## config.mk

```make
export PLATFORM = sky130hd
export DESIGN_NAME = status_branch_unit
export DESIGN_NICKNAME = d
export VERILOG_FILES = /design/src/rtl/status_branch_unit.sv
export SDC_FILE = /design/constraint.sdc
export NUM_CORES = 1
export LEC_CHECK = 0
export ABC_AREA = 1
export CORE_MARGIN = 4
export CORE_UTILIZATION = 39
export DETAILED_ROUTE_END_ITERATION = 16
export GPL_TIMING_DRIVEN = 1
export PLACE_DENSITY_LB_ADDON = 0.12
export SYNTH_ARGS = -nofsm -noshare
export SYNTH_HDL_FRONTEND = slang
export SYNTH_SLANG_ARGS = --single-unit
export TNS_END_PERCENT = 100
```

## constraint.sdc

```tcl
create_clock -name clk -period 2 [get_ports clk]
set_clock_uncertainty 0.1 [all_clocks]
set_input_delay 0.4 -clock clk [delete_from_list [all_inputs] [get_ports clk]]
set_output_delay 0.4 -clock clk [all_outputs]
set_load 0.02 [all_outputs]
```

## src/rtl/status_branch_unit.sv

```systemverilog
// rtl/status_branch_unit.sv - status flag register with conditional branch resolution
module status_branch_unit #(
    parameter int FORWARD = 1
) (
    input  logic        clk,
    input  logic        reset,
    input  logic [2:0]  alu_status,
    input  logic        alu_valid,
    input  logic        set_flags,
    input  logic        clr_sticky,
    input  logic        stall,
    input  logic        br_valid,
    input  logic [2:0]  br_cond,
    input  logic [31:0] br_target,
    input  logic [31:0] pc_plus4,
    output logic [2:0]  flags,
    output logic        sticky_v,
    output logic        br_ack,
    output logic        take_branch,
    output logic        flush,
    output logic [31:0] next_pc
);

    typedef enum logic [1:0] {
        IDLE = 2'd0,
        HAZ  = 2'd1,
        RESP = 2'd2
    } state_t;

    state_t      state;
    state_t      state_nx;
    logic        flag_wr;
    logic [2:0]  eff_flags;
    logic [2:0]  eval_flags;
    logic        latch_en;
    logic        decision;
    logic        take_q;

    // flags are {V,N,Z}; returns whether condition code c holds for f
    function automatic logic cond_true(input logic [2:0] c, input logic [2:0] f);
        logic r;
        case (c)
            3'b000:  r = 1'b0;
            3'b001:  r = f[0];
            3'b010:  r = ~f[0];
            3'b011:  r = f[1];
            3'b100:  r = ~f[1];
            3'b101:  r = f[2];
            3'b110:  r = f[1] ^ f[2];
            default: r = 1'b1;
        endcase
        return r;
    endfunction

    assign flag_wr   = alu_valid & set_flags & ~stall;
    // with forwarding, a flag write in the same cycle is seen by the branch
    assign eff_flags = ((FORWARD != 0) && flag_wr) ? alu_status : flags;
    assign decision  = cond_true(br_cond, eval_flags);

    // next-state selection and decision latch enable
    always_comb begin
        state_nx   = state;
        latch_en   = 1'b0;
        eval_flags = eff_flags;
        case (state)
            IDLE: begin
                if (br_valid && !stall) begin
                    if ((FORWARD == 0) && flag_wr) begin
                        state_nx = HAZ;
                    end else begin
                        latch_en = 1'b1;
                        state_nx = RESP;
                    end
                end
            end
            HAZ: begin
                // flags register now holds the result of the earlier write
                if (!stall) begin
                    eval_flags = flags;
                    latch_en   = 1'b1;
                    state_nx   = RESP;
                end
            end
            RESP: begin
                if (!stall) begin
                    state_nx = IDLE;
                end
            end
            default: state_nx = IDLE;
        endcase
    end

    // state register
    always_ff @(posedge clk) begin
        if (reset) begin
            state <= IDLE;
        end else begin
            state <= state_nx;
        end
    end

    // flag register and sticky overflow; set beats clear
    always_ff @(posedge clk) begin
        if (reset) begin
            flags    <= 3'b000;
            sticky_v <= 1'b0;
        end else if (!stall) begin
            if (flag_wr) begin
                flags <= alu_status;
            end
            if (flag_wr && alu_status[2]) begin
                sticky_v <= 1'b1;
            end else if (clr_sticky) begin
                sticky_v <= 1'b0;
            end
        end
    end

    // latched branch decision and resolved PC, held until the next decision
    always_ff @(posedge clk) begin
        if (reset) begin
            take_q  <= 1'b0;
            next_pc <= 32'h0;
        end else if (latch_en) begin
            take_q  <= decision;
            next_pc <= decision ? {br_target[31:2], 2'b00} : pc_plus4;
        end
    end

    assign br_ack      = (state == RESP);
    assign take_branch = br_ack & take_q;
    assign flush       = br_ack & take_q;

endmodule
```

## Word level (Yosys, flattened, before mapping)

Cells that the tools add are included.

| word-level totals | value |
|---|---|
| register bits | 39 |
| logic and storage cells | 45 |

| cells by class | value |
|---|---|
| equal/unequal tests | 11 |
| muxes and demuxes | 14 |
| bitwise logic cells | 7 |
| reductions and logical operators | 8 |

Operators by type and width:

| kind | count |
|---|---|
| two-way mux 32 bit | 1 |
| equality test 3 bit (second input constant) | 3 |
| two-way mux 3 bit | 3 |
| one-hot mux 1 bit (7 select lines) | 1 |
| equality test 3 x 2 -> 1 bit (second input constant) | 2 |
| two-way mux 2 bit | 3 |
| inequality test 2 bit (second input constant) | 3 |
| one-hot mux 2 bit (3 select lines) | 1 |
| two-way mux 1 bit | 4 |
| bitwise AND 1 bit | 3 |
| equality test 3 x 1 -> 1 bit (second input constant) | 1 |
| logical NOT 3 bit | 1 |
| NOT 1 bit | 3 |
| AND reduction 3 bit | 1 |
| equality test 2 x 1 -> 1 bit (second input constant) | 1 |
| equality test 2 bit (second input constant) | 1 |
| logical AND 1 bit | 2 |
| logical NOT 2 bit | 1 |
| one-hot mux 1 bit (2 select lines) | 1 |
| AND reduction 2 bit | 1 |
| nonzero test 2 bit | 1 |
| logical NOT 1 bit | 1 |
| bitwise XOR 1 bit | 1 |

## Longest topological paths before layout

Gate-level depths: netlist (run 1).

| logic depth | value |
|---|---|
| depth in word-level cells | 8 |
| mapped depth | 13 |

## Least setup slack after synthesis (run 1)

OpenSTA, ideal clock, no wires.

| timing path | value |
|---|---|
| path kind | input to register |
| start point | input port alu_valid |
| end point | register next_pc[13] |
| library setup time | 0.132 ns |
| data arrival time | 1.399 ns |
| path slack | 0.369 ns |
| stages | 12 |
| path buffers | 1 |
| path through | nand2_1 nor2_4 nand2_1 nand2_1 nand2_1 nand2_1 inv_2 nor2_4 buf_2 nand3_1 nand3_1 a21oi_1 |

| on the way | value |
|---|---|
| word-level cells in the longest chain between the ends | 8 |
| elaborated cells between the ends (all ways) | 10 |
| those cells by class | 5 x mux; 5 x bitwise |

RTL lines:

| item | line | source |
|---|---|---|
| start, declared | 8 | `input logic alu_valid,` |
| bitwise AND 1 bit (*) (2 in series) | 55 | `assign flag_wr = alu_valid & set_flags & ~stall;` |
| two-way mux 3 bit (*) | -- |  |
| two-way mux 3 bit | 78 | `if (!stall) begin` |
| two-way mux 3 bit (*) | 65 | `case (state)` |
| bitwise XOR 1 bit (tied with other cells) | 49 | `3'b110: r = f[1] ^ f[2];` |
| one-hot mux 1 bit (7 select lines) (*) | 42 | `case (c)` |
| two-way mux 32 bit (*) | 126 | `next_pc <= decision ? {br_target[31:2], 2'b00} : pc_plus4;` |
| end signal, assigned | 126 |  |
| end, declared | 21 | `output logic [31:0] next_pc` |

Mark *: on every way between the ends. The rest lies on a longest branch, timed or not.
A chain may end at the register's enable or synchronous reset.

## Worst setup path after layout (run 1)

| timing path | value |
|---|---|
| start point | register state[1] |
| end point | output port flush |

| on the way | value |
|---|---|
| word-level cells in the longest chain between the ends | 2 |

RTL lines:

| item | line | source |
|---|---|---|
| start, declared | 30 | `state_t state;` |
| start signal, assigned | 98 | `state <= state_nx;` |
| equality test 2 bit | 130 | `assign br_ack = (state == RESP);` |
| bitwise AND 1 bit | 132 | `assign flush = br_ack & take_q;` |
| end, declared | 20 | `output logic flush,` |

Every way passes these cells.

==> results of run 1 <==
## worst max-delay path, delay by kind of cell, from the launching register on
| family | cells | cell delay (ns) |
|---|---|---|
| AND/OR/NAND/NOR | 1 | 0.07 |
| flip-flops | 1 | 0.39 |
| buffers and inverters | 2 | 0.68 |
## how the worst min path moves through the flow
stage,from,end,slack (ns),depth (start not counted)
final,next_pc[16]$_SDFFE_PP0P_,next_pc[16]$_SDFFE_PP0P_,0.36,2
after global routing,next_pc[18]$_SDFFE_PP0P_,next_pc[18]$_SDFFE_PP0P_,0.38,2
after CTS,sticky_v$_SDFFE_PP0P_,sticky_v$_SDFFE_PP0P_,0.36,2
after detailed placement,sticky_v$_SDFFE_PP0P_,sticky_v$_SDFFE_PP0P_,0.35,2
after global placement,next_pc[6]$_SDFFE_PP0P_,next_pc[6]$_SDFFE_PP0P_,0.35,2
after floorplan,sticky_v$_SDFFE_PP0P_,sticky_v$_SDFFE_PP0P_,0.44,2
## power groups by stage
stage / sequential (mW) / combinational [mW] / clock, mW
2_1_floorplan: 0.900 / 0.257 / 0
5_1_grt: 0.834 / 0.753 / 0.588
6_report: 0.828 / 0.691 / 0.546
3_3_place_gp: 0.843 / 0.620 / 0
3_5_place_dp: 0.845 / 0.628 / 0
4_1_cts: 0.828 / 0.663 / 0.558
## layout make-up
type                    instances  area (um2)  share of cell area
repair buffers                133        1390               0.385
multi-input cells             200         988               0.274
clock buffers                   7        86.3              0.0239
well taps                      70        87.6              0.0243
inverters                      77         289              0.0802
flip-flops and latches         38         761               0.211
clock inverters                 1        5.00             0.00139
## flip-flops by register name (all words and copies together), names as in the netlist
| signal | count |
|---|---|
| next_pc | 32 |
| take_q | 1 |
| state | 1 |
| flags | 3 |
| sticky_v | 1 |
## per-layer routing
layer	GRT usage	up-vias	routed length [um]
li1	-	1261	-
met3	0.0488	18	590
met4	0.0743	0	184
met5	0	-	0
met2	0.348	92	3200
met1	0.220	1107	2710
## what timing repair did
item / CTS / global route
gates cloned: 1 / 3
hold buffers: 0 / 0
setup buffers: 2 / 0
resized for setup: 5 / 14
pin swaps: 2 / 4
endpoints found under the setup margin: 33 / 33
## cells by family after synthesis
kind of cell,after synthesis,synth area share
and+or+nand+nor,162,0.351
buffers and inverters,97,0.193
DFF,38,0.366
AOI/OAI and AO/OA,37,0.0903
## placed cells by master, fill, tap and decap left out, types with 2 or more instances in the layout
cell type          n
buf_12             5
clkbuf_16          2
dlymetal6s2s_1     3
nand3_1           62
a21oi_1           32
nor2_4             2
nor2_1             6
clkbuf_8           6
nand2_2            5
clkdlybuf4s50_1  109
inv_1             73
inv_2              3
nand3_2            4
dfxtp_1           38
nor3_1             2
nand2_1           78
nand2_8            2
a21oi_2            2
buf_4             12
## metrics by stage
step,area [um2],total power [mW]
floorplan,2080,1.16
global placement,3350,1.46
detailed placement,3350,1.47
CTS,3500,2.05
global route,3610,2.18
finish,3610,2.06
==> key figures, run 1 <==
Status
  • Status: finished clean

Detailed routing
  • Post-route ant nets: 0
  • Residual DRC: 0
  • Via Count: 2478
  • Post-Route WL: 6.67 mm
  • Initial drt markers: 103
  • First-pass DRT Iterations: 5
  • DR WL/cell: 12.7 um
  • Vias/cell: 4.71

Worst setup path
  • R2r setup slk: 0.44 ns
  • Worst Setup EP: flush
  • Path depth of the worst reg2reg path: 10
  • CP max-delay cell: clkdlybuf4s50_1
  • CP max stage delay: 0.60 ns
  • CP Class: flip-flop to primary output
  • CP endpoint kind: primary output
  • Crit path cell chain: nand2_1 > inv_1 > clkdlybuf4s50_1
  • Startpoint Class: flip-flop
  • CP required: 1.50 ns
  • Worst Setup SP: state[1]$_SDFFE_PP0P_
  • Critical path fanouts, max: 4
  • Start of the worst register-to-register path: flags[1]$_SDFFE_PP0N_
  • CP Data Arrival Time: 1.43 ns
  • Worst reg2reg endpoint: next_pc[24]$_SDFFE_PP0P_

Placement
  • Hpwl dp: 4.48 mm
  • Cells after DPL: 512
  • Placement Setup Slack: -0.437 ns
  • I/O Buffers: 113
  • Routability Congestion: 0.794

Yosys
  • Syn avg cell area: 6.23 um2
  • Post-synthesis register bit count: 38
  • Synth top area cells: dfxtp_1 37%, nand3_1 16%, nand2_1 15%
  • Ys async rst share: 0
  • Most used flip-flop cell after synthesis: dfxtp_1
  • Netlist cell types: 20
  • Post-synth EDFFs: 0
  • Synth top area share: 0.366
  • Syn Inst Count: 334
  • Dominant cell type by area after synthesis: dfxtp_1
  • Sequential area share after synthesis: 0.366
  • Count leader, synth: nand2_1
  • Commonest cells in the netlist: 83 x nand2_1, 74 x inv_1, 65 x nand3_1
  • Mapped Nets: 411
  • Yosys warning count: 0
  • Netlist Area Pre-Place: 0.00208 mm2

Global routing
  • Global-route wire length before repair: 10.0 mm
  • Antenna violations before repair: 0
  • Grt ovf: 0
  • Largest net degree at the start of global routing: 31
  • Vias in the first global route: 2224
  • GRT Overall Usage: 0.194

Timing
  • RSZ-0062 raised after global routing: false
  • Max Slew Vio Count: 0
  • Setup TNS Final: 0 ns
  • WHS: 0.363 ns
  • Setup ws final: 0.0740 ns
  • Setup violators final: 0
  • Hold Vio Cnt, Final: 0
  • Worst rel slew slack: 0.793
  • Tcrit/Tclk final: 0.963
  • F_max: 519 MHz
  • Worst slew pin tran: 0.311 ns
  • Crit path time final: 1.93 ns

CTS
  • Worst-path clk slew: 0.07 ns
  • Clk sinks: 38
  • Clk buf depth: 2
  • CTS tree: built
  • H-Tree Depth: 2
  • Clk root buf: clkbuf_8
  • TritonCTS Buffers: 5
  • Clock latency on the worst-skew pair: 0.29 ns

Layout
  • FILL cells: 492
  • Nets: 532
  • Layout area overhead: 73.4%
  • Share of layout cells above drive strength 1: 0.103
  • Utilization after layout: 0.702
  • Final Non-Filler Cells: 526
  • N_diodes: 0

Power and ir drop
  • Cell internal pwr: 1.44 mW
  • Clock Power Share: 0.265
  • Power per cell area: 573 mW/mm2
  • Leakage power: 1.70 nW
  • Sequential power share: 0.401
  • Net Switching: 622 uW
  • Max VDD drop: 0.366 mV
  • Sw Ratio: 0.301
  • Logic pwr share: 0.335

Die
  • Core footprint: 0.00514 mm2
  • Io pins: 116
  • Die Y: 81.0 um
  • Die area: 0.00656 mm2
  • Initial Util: 0.405
  • FP Rows: 26
  • DIE WIDTH: 81.0 um

Min path
  • HP Class: flip-flop to flip-flop

Job
  • # Max-Cap Violations: 0
Power figures use the tool's default switching activity.
==> inputs of run 2 (changes only) <==
GPL_TIMING_DRIVEN = 0   (was 1)
==> key figures, run 2 (same netlist as run 1, synthesis figures left out) <==
Detailed routing
  • Initial drt markers: 59 (-43%)
  • First-pass DRT Iterations: 4 (-1)
  • Residual DRC: 0 (unchanged)
  • DR WL/cell: 12.1 um (-4.6%)
  • Post-Route WL: 6.34 mm (-4.9%)
  • Via Count: 2435 (-1.7%)
  • Vias/cell: 4.65 (-1.4%)
  • Post-route ant nets: 0 (unchanged)

Worst setup path
  • CP endpoint kind: primary output
  • CP Data Arrival Time: 1.41 ns (-0.02 ns)
  • Path depth of the worst reg2reg path: 8 (-2)
  • CP required: 1.50 ns (about the same)
  • CP Class: flip-flop to primary output
  • Startpoint Class: flip-flop
  • Critical path fanouts, max: 4 (unchanged)

Placement
  • I/O Buffers: 112 (-0.88%)
  • Hpwl dp: 4.86 mm (+8.5%)
  • Routability Congestion: 0.804 (+1.3%)
  • Placement Setup Slack: -0.395 ns (+0.0419 ns)
  • Placed cell area: 0.00329 mm2 (-1.8%)
  • Cells after DPL: 516 (+0.78%)

Timing
  • Worst rel slew slack: 0.664 (-0.129)
  • Tcrit/Tclk final: 0.955 (-0.00848)
  • WHS: 0.365 ns (+0.00239 ns)
  • Hold Vio Cnt, Final: 0 (unchanged)
  • F_max: 524 MHz (+0.89%)
  • RSZ-0062 raised after global routing: false
  • Worst slew pin tran: 0.504 ns (+0.194 ns)
  • Setup violators final: 0 (unchanged)
  • Setup ws final: 0.0909 ns (+0.0170 ns)
  • Setup TNS Final: 0 ns (unchanged)
  • Crit path time final: 1.91 ns (-0.0170 ns)
  • Max Slew Vio Count: 0 (unchanged)

Die
  • Core footprint: 0.00514 mm2 (unchanged)
  • FP Rows: 26 (unchanged)
  • Io pins: 116 (unchanged)
  • Die area: 0.00656 mm2 (unchanged)
  • Initial Util: 0.405 (unchanged)
  • Die Y: 81.0 um (unchanged)
  • DIE WIDTH: 81.0 um (unchanged)

Min path
  • Hold depth: 2 (unchanged)
  • HP Class: flip-flop to flip-flop

Layout
  • FF+latch area: 761 um2 (unchanged)
  • Largest Register: next_pc
  • Final Non-Filler Cells: 524 (-0.38%)
  • N_diodes: 0 (unchanged)
  • Commonest cells after routing, fill and taps aside: 108 x clkdlybuf4s50_1, 82 x nand2_1, 74 x inv_1, 65 x nand3_1, 38 x dfxtp_1
  • Utilization after layout: 0.663 (-0.0385)
  • Max FFs per register: 32 (unchanged)
  • Layout area overhead: 63.9%
  • Area of the multi-input gates: 920 um2 (-7.0%)
  • Leading cell type in the layout, fill and taps excluded: clkdlybuf4s50_1
  • Share of layout cells above drive strength 1: 0.0683 (-0.0348)
  • Nets: 530 (-0.38%)
  • Largest registers: next_pc x32, flags x3
  • FILL cells: 497 (+1.0%)
  • Fin area: 0.00341 mm2 (-5.5%)

CTS
  • CTS tree: built
  • H-Tree Depth: 2 (unchanged)
  • Clk buf depth: 2 (unchanged)
  • Clk sinks: 38 (unchanged)
  • CTS Hold Bufs: 0 (unchanged)
  • Clk root buf: clkbuf_8
  • Worst-path clk slew: 0.07 ns (about the same)
  • Clock latency on the worst-skew pair: 0.28 ns (about the same)
  • TritonCTS Buffers: 5 (unchanged)

Power and ir drop
  • Max VDD drop: 0.279 mV (-24%)
  • Tot Pwr: 2.07 mW (about the same)
  • Power per cell area: 606 mW/mm2 (+5.8%)
  • Leakage power: 1.60 nW (-5.9%)

Job
  • # Max-Cap Violations: 0 (unchanged)

Global routing
  • Grt ovf: 0 (unchanged)
  • Global-route wire length before repair: 10.1 mm (+0.89%)
  • GRT Overall Usage: 0.194 (-0.000523)
  • Largest net degree at the start of global routing: 12 (-61%)
  • Vias in the first global route: 2246 (+0.99%)
  • Antenna violations before repair: 0 (unchanged)

Status
  • Status: finished clean
==> run 2: cell count changes in the layout (fill, tap and decap cells not counted), moves of 4 or more <==
| cell | change |
|---|---|
| buf_12 | -5 |
| buf_2 | +6 |
| buf_4 | -10 |
| clkbuf_1 | +5 |
| nand2_1 | +4 |
| nand2_2 | -4 |
==> run 2: area by class of cell <==
class / count / share of cell area
well taps: 70 / 0.0257
repair buffers: 112 / 0.327
plain buffers: 20 / 0.0363
inverters: 77 / 0.0852
flip-flops and latches: 38 / 0.223
multi-input cells: 199 / 0.270
clock buffers: 8 / 0.0323
==> run 2: final timing paths <==
path,startpoint,endpoint,slack [ns]
setup / recovery,state[1]$_SDFFE_PP0P_,flush,0.09
hold / removal,next_pc[7]$_SDFFE_PP0P_,next_pc[7]$_SDFFE_PP0P_,0.37
setup reg to reg,flags[0]$_SDFFE_PP0N_,next_pc[9]$_SDFFE_PP0P_,0.41
hold reg to reg,next_pc[7]$_SDFFE_PP0P_,next_pc[7]$_SDFFE_PP0P_,0.37
==> run 2: repair_timing <==
item | 4_1_cts | 5_1_grt
setup endpoints to repair | 34 | 10
resized for setup | 8 | 3
buffers inserted | 0 | 0
pin swaps | 4 | 0
==> run 2: metal layers <==
layer / vias up / routed length [um] / GRT usage / share of wire
met5: - / 0 / 0 / 0
met4: 0 / 53 / 0.0473 / 0.0084
met3: 6 / 459 / 0.0443 / 0.072
met2: 88 / 3180 / 0.360 / 0.50
met1: 1086 / 2660 / 0.223 / 0.42
li1: 1255 / - / - / -
==> run 2: report_power, final <==
group	switching, mW	total (mW)	internal (mW)
sequential	0.0241	0.828	0.804
clock	0.273	0.621	0.348
combinational	0.302	0.616	0.314
==> run 2: critical path, stage by stage, from the launching register on <==
cell,delay [ns]
dfxtp_1,0.38
nand2_1,0.06
inv_1,0.08
clkdlybuf4s50_1,0.61
